--- src/rtl/insn_fetch_bridge.sv ---
`default_nettype none
// ============================================================================
// Module   : insn_fetch_bridge
// Purpose  : Core fetch port to instruction memory bridge with an in-order
//            address FIFO for in-flight reads and flush-discard support.
// Revision : 1.0 - initial release
// ============================================================================
module insn_fetch_bridge #(
    parameter int ADDR_WIDTH = 32,
    parameter int INSN_WIDTH = 32,
    parameter int DEPTH      = 4
) (
    input  logic                  clk,
    input  logic                  rst_n,
    input  logic                  flush,
    input  logic                  insn_fetch_en,
    input  logic [ADDR_WIDTH-3:0] insn_fetch_addr,
    output logic                  insn_fetch_ready,
    output logic                  insn_fetch_valid,
    output logic [INSN_WIDTH-1:0] insn_fetch_data,
    output logic [ADDR_WIDTH-3:0] insn_fetched_addr,
    output logic                  mem_req_valid,
    input  logic                  mem_req_ready,
    output logic [ADDR_WIDTH-3:0] mem_req_addr,
    input  logic                  mem_rsp_valid,
    input  logic [INSN_WIDTH-1:0] mem_rsp_data,
    output logic                  err_unexpected_rsp
);
    localparam int               c_IDX_W   = $clog2(DEPTH);
    localparam logic [c_IDX_W:0] c_PTR_ONE = {{c_IDX_W{1'b0}}, 1'b1};

    logic                  r_slot_valid;
    logic [ADDR_WIDTH-3:0] r_slot_addr;
    logic [c_IDX_W:0]      r_wr_ptr;
    logic [c_IDX_W:0]      r_rd_ptr;
    logic [ADDR_WIDTH-3:0] r_fifo_addr [DEPTH];
    logic [DEPTH-1:0]      r_fifo_stale;
    logic                  r_out_valid;
    logic [INSN_WIDTH-1:0] r_out_data;
    logic [ADDR_WIDTH-3:0] r_out_addr;
    logic                  r_err;

    logic [c_IDX_W-1:0]    w_wr_idx;
    logic [c_IDX_W-1:0]    w_rd_idx;
    logic                  w_empty;
    logic                  w_full;
    logic                  w_hs;
    logic                  w_accept;
    logic                  w_pop;
    logic                  w_fwd;
    logic [DEPTH-1:0]      w_stale_nxt;

    assign w_wr_idx = r_wr_ptr[c_IDX_W-1:0];
    assign w_rd_idx = r_rd_ptr[c_IDX_W-1:0];
    assign w_empty  = (r_wr_ptr == r_rd_ptr);
    assign w_full   = (w_wr_idx == w_rd_idx) && (r_wr_ptr[c_IDX_W] != r_rd_ptr[c_IDX_W]);

    // Issue gate looks only at current occupancy; a same-cycle pop does not free a slot.
    assign mem_req_valid    = r_slot_valid && !w_full;
    assign mem_req_addr     = r_slot_addr;
    assign w_hs             = mem_req_valid && mem_req_ready;
    assign insn_fetch_ready = !flush && (!r_slot_valid || w_hs);
    assign w_accept         = insn_fetch_en && insn_fetch_ready;

    assign w_pop = mem_rsp_valid && !w_empty;
    assign w_fwd = w_pop && !r_fifo_stale[w_rd_idx] && !flush;

    // A flush poisons every entry, including the one being pushed right now.
    always_comb begin
        w_stale_nxt = r_fifo_stale;
        if (flush) begin
            w_stale_nxt = '1;
        end else if (w_hs) begin
            w_stale_nxt[w_wr_idx] = 1'b0;
        end
    end

    always_ff @(posedge clk or negedge rst_n) begin
        if (!rst_n) begin
            r_slot_valid <= 1'b0;
            r_slot_addr  <= '0;
        end else if (flush) begin
            r_slot_valid <= 1'b0;
        end else if (w_accept) begin
            r_slot_valid <= 1'b1;
            r_slot_addr  <= insn_fetch_addr;
        end else if (w_hs) begin
            r_slot_valid <= 1'b0;
        end
    end

    always_ff @(posedge clk or negedge rst_n) begin
        if (!rst_n) begin
            r_wr_ptr     <= '0;
            r_rd_ptr     <= '0;
            r_fifo_stale <= '0;
        end else begin
            r_fifo_stale <= w_stale_nxt;
            if (w_hs) begin
                r_wr_ptr <= r_wr_ptr + c_PTR_ONE;
            end
            if (w_pop) begin
                r_rd_ptr <= r_rd_ptr + c_PTR_ONE;
            end
        end
    end

    always_ff @(posedge clk) begin
        if (w_hs) begin
            r_fifo_addr[w_wr_idx] <= r_slot_addr;
        end
    end

    always_ff @(posedge clk or negedge rst_n) begin
        if (!rst_n) begin
            r_out_valid <= 1'b0;
            r_out_data  <= '0;
            r_out_addr  <= '0;
            r_err       <= 1'b0;
        end else begin
            r_out_valid <= w_fwd;
            if (w_fwd) begin
                r_out_data <= mem_rsp_data;
                r_out_addr <= r_fifo_addr[w_rd_idx];
            end
            if (mem_rsp_valid && w_empty) begin
                r_err <= 1'b1;
            end
        end
    end

    assign insn_fetch_valid   = r_out_valid;
    assign insn_fetch_data    = r_out_data;
    assign insn_fetched_addr  = r_out_addr;
    assign err_unexpected_rsp = r_err;

endmodule
`default_nettype wire
--- config.mk ---
export PLATFORM = sky130hd
export DESIGN_NAME = insn_fetch_bridge
export DESIGN_NICKNAME = d
export VERILOG_FILES = /design/src/rtl/insn_fetch_bridge.sv
export SDC_FILE = /design/constraint.sdc
export NUM_CORES = 1
export LEC_CHECK = 0
export ABC_AREA = 1
export CAP_MARGIN = 20
export CORE_MARGIN = 3
export CORE_UTILIZATION = 50
export DETAILED_ROUTE_END_ITERATION = 10
export GPL_TIMING_DRIVEN = 1
export PLACE_DENSITY = 0.85
export SLEW_MARGIN = 20
export SYNTH_ARGS = -nofsm -noshare
export SYNTH_HDL_FRONTEND = slang
export SYNTH_SLANG_ARGS = --single-unit
--- constraint.sdc ---
create_clock -name clk -period 8.2 [get_ports clk]
set_clock_uncertainty 0.15 [all_clocks]
set_input_delay 1.64 -clock clk [delete_from_list [all_inputs] [get_ports clk]]
set_output_delay 1.64 -clock clk [all_outputs]
set_load 0.05 [all_outputs]
==> run_results.csv <==
group,metric,value,unit
worst_setup_path,reg2reg_depth,11,
yosys,ys_seq_area_frac,0.710,
route,drtPass1Iterations,4,
yosys,synth.area.mux_share,0,
place,port_buffers,163,
power,p_sw_frac,0.404,
power,worst_ir_drop_vdd,0.000237,V
yosys,synth_edf_count,120,
power,p_sw,1.78,mW
finish,diodes,0,
yosys,avgSynthCellArea,11.4,µm²
route,viasPerCell,5.57,
clocking,cts_hold_buffers,0,
worst_setup_path,max_stage_delay,0.83,ns
route,routedWlPerCell,18.6,µm
worst_setup_path,cp.buffers_inverters,2,
power,leakage,4.56,nW
place,gp_congestion,0.767,
sta,setup_viol,0,
yosys,yosysWarningCount,0,
grt,antenna_found_initial,0,
clocking,cts-root-buf,"clkbuf_16",
finish,syn_to_final_growth,29.0,%
clocking,clockBufferDepth,3,
route,drt-total-wl,21.4,mm
sta,final_hold_viol_count,0,
floorplanning,chipWidth,138,µm
yosys,synth_fa_ha_area_frac,0.00713,
yosys,synth_nets,840,
yosys,netlist_area,0.00878,mm²
grt,grt_pass1_vias,6565,
finish,postLayoutCellArea,0.0113,mm²
worst_setup_path,cp-end-kind,"primary output",
clocking,cts_setup_buffers,0,
worst_setup_path,crit_slowest_cell,"clkdlybuf4s50_1",
sta,timing.final.crit_share,0.671,
route,drc,0,
power,pwr-share-seq,0.363,
finish,nNetsFinal,986,
floorplanning,start_util,0.520,
route,drtIter0Drc,557,
power,pwr_density_cell,388,mW/mm²
grt,grtUsageTotal,0.217,
clocking,htreeDepth,1,
worst_setup_path,reg2reg_to,"mem_req_addr[12]",
floorplanning,die-area,0.0192,mm²
finish,final_layout_size_suffix_gt1_frac,0.0645,
yosys,synth-simple-area-share,0.142,
sta,rsz0062_at_grt,"no",
clocking,clk_latency,0.51,ns
floorplanning,die_h,138,µm
worst_setup_path,crit_fanout,12,
worst_setup_path,r2r-start,"r_rd_ptr[0]",
worst_setup_path,crit_start,"mem_req_ready",
yosys,synth_top_family_by_area,"simple AND/OR/NAND/NOR gates",
clocking,cts_buffers,23,
grt,grt_pass1_wl,34.0,mm
worst_setup_path,rrSetupSlack,4.75,ns
sta,slew_violations,0,
worst_setup_path,path_common_cell,"clkdlybuf4s50_1",
yosys,synth-seq-cells,225,
clocking,cts_resized,0,
worst_setup_path,worstSetupPathDepth,4,
sta,clock.fmax,0.182,GHz
grt,grt_start_max_net_pins,66,
floorplanning,core-area,0.0169,mm²
sta,worst_slew_pin_slew,1.10,ns
power,p_int,2.62,mW
clocking,cts_tree,"yes",
yosys,ys_types,25,
worst_setup_path,crit_end,"insn_fetch_ready",
yosys,synthArstFlopShare,0.467,
route,route.vias.total,6404,
worst_setup_path,path_cells,"clkdlybuf4s50_1 -> nand3_1 -> a21oi_1 -> clkdlybuf4s50_1",
power,power_frac_comb,0.393,
sta,tns,0,ns
yosys,synthCells,767,
job,maxCapViolCount,0,
clocking,cts_sinks,225,
worst_setup_path,crit_required,6.41,ns
outcome,outcome,"finished, final reports clean",
yosys,ys.flop_type,"edfxtp_1",
place,place_area,0.0105,mm²
worst_setup_path,cp-start-kind,"input pin",
worst_hold_path,min_path_type,"reg -> reg",
clocking,clk_pin_slew,0.06,ns
sta,finalCriticalPeriod,5.50,ns
worst_setup_path,cp_top_family,"buffers and inverters",
floorplanning,fp-row-count,47,
finish,fillers,1244,
power,power_frac_clock,0.244,
yosys,synthXorXnorAreaFrac,0.00399,
place,place_hpwl,12.3,mm
floorplanning,ios,164,
sta,max-slew-margin-rel,0.264,
yosys,synth-compound-area-share,0.0996,
route,ant_nets,0,
worst_setup_path,arrival,3.71,ns
worst_setup_path,crit_type,"in -> out",
grt,grt_overflow,0,
-- layout by cell type (no fill, tap or decap), types with 2 or more instances in the layout --
cell | Yosys | layout
nand2_1 | 197 | 197
o21ai_0 | 126 | 126
a21oi_1 | 4 | 4
edfxtp_1 | 120 | 120
nand4_1 | 30 | 30
xor2_1 | 4 | 4
o22ai_1 | 30 | 30
nand2_2 | 3 | 3
inv_1 | 12 | 12
nand3_1 | 4 | 4
buf_4 | 1 | 10
dfrtp_1 | 105 | 104
inv_2 | 3 | 3
clkbuf_16 | 0 | 25
bufinv_16 | 0 | 2
nor2_1 | 67 | 63
clkbuf_8 | 0 | 4
ha_1 | 5 | 5
clkdlybuf4s50_1 | 0 | 162
nor2_4 | 0 | 4
clkbuf_1 | 27 | 6
-- power groups by stage --
| stage | logic (mW) | registers [mW] | clock network (mW) |
|---|---|---|---|
| global placement | 1.67 | 1.60 | 0 |
| CTS | 1.73 | 1.59 | 1.09 |
| finish | 1.73 | 1.59 | 1.07 |
| floorplan | 0.567 | 2.17 | 0 |
| detailed placement | 1.72 | 1.61 | 0 |
| global route | 1.83 | 1.62 | 1.13 |
-- registers in the layout, summed over array words and instances (netlist names) --
name                flops
r_wr_ptr                3
mem_req_addr           30
r_fifo_stale            4
insn_fetch_valid        1
insn_fetch_data        32
r_fifo_addr           120
r_slot_valid            1
insn_fetched_addr      30
r_rd_ptr                3
err_unexpected_rsp      1
-- worst reg2reg max path, delay by kind of cell (launching register included) --
family / cells / cell delay, ns
DFF: 1 / 0.41
and+or+nand+nor: 8 / 1.91
buffers and inverters: 3 / 0.90
-- metal layers --
metal / global-route usage / share of wire / vias up
li1: - / - / 2960
met1: 0.290 / 0.42 / 3116
met2: 0.366 / 0.48 / 295
met3: 0.0421 / 0.080 / 33
met4: 0.0608 / 0.016 / 0
met5: 0 / 0 / -
-- kinds of logic (layout without fill, tap and decap cells) --
group	count (synthesis)	after routing
AO/OA/AOI/OAI	164	164
XOR/XNOR	4	4
adder cells (fa/ha/maj)	5	5
buffers and inverters	66	229
flip-flops	225	225
AND/OR/NAND/NOR	303	303
-- per-stage QoR --
stage / instances / setup WS (ns) / power (mW) / utilization / hold WS (ns)
after floorplan: 767 / 3.73 / 2.73 / - / 0.313
after global placement: 1108 / 2.73 / 3.27 / 0.623 / 0.311
after detailed placement: 1108 / 2.71 / 3.33 / 0.623 / 0.326
after CTS: 1150 / 2.71 / 4.41 / 0.671 / 0.343
after global routing: 1150 / 2.52 / 4.59 / 0.671 / 0.358
final: 1150 / 2.70 / 4.40 / 0.671 / 0.344
-- worst min path at each step --
stage | slack (ns) | from | cells after the start | endpoint
after floorplan | 0.31 | r_wr_ptr[2] | 1 | r_wr_ptr[2]
after global placement | 0.31 | err_unexpected_rsp | 1 | err_unexpected_rsp
after detailed placement | 0.33 | err_unexpected_rsp | 1 | err_unexpected_rsp
after CTS | 0.34 | err_unexpected_rsp | 1 | err_unexpected_rsp
after global routing | 0.36 | err_unexpected_rsp | 1 | err_unexpected_rsp
final | 0.34 | err_unexpected_rsp | 1 | err_unexpected_rsp
-- cells in the mapped netlist (3+ instances only) --
library cell / n / share of area
a21oi_1: 4 / 0.0023
buf_2: 9 / 0.0051
buf_6: 7 / 0.0090
clkbuf_1: 27 / 0.012
clkbuf_2: 7 / 0.0040
dfrtp_1: 105 / 0.30
edfxtp_1: 120 / 0.41
ha_1: 5 / 0.0071
inv_1: 12 / 0.0051
inv_2: 3 / 0.0013
nand2_1: 197 / 0.084
nand2_2: 3 / 0.0021
nand3_1: 4 / 0.0023
nand4_1: 30 / 0.021
nor2_1: 67 / 0.029
o21ai_0: 126 / 0.072
o22ai_1: 30 / 0.021
xor2_1: 4 / 0.0040
-- cell type report --
| cell class | count | area, µm² | share of cell area |
|---|---|---|---|
| well taps | 220 | 275 | 0.0243 |
| repair buffers | 172 | 1700 | 0.150 |
| inverters | 15 | 56.3 | 0.00497 |
| clock buffers | 35 | 703 | 0.0621 |
| clock inverters | 7 | 93.8 | 0.00829 |
| multi-input cells | 476 | 2260 | 0.200 |
| flip-flops and latches | 225 | 6230 | 0.551 |
No activity file was read; power rests on OpenSTA's default activity.
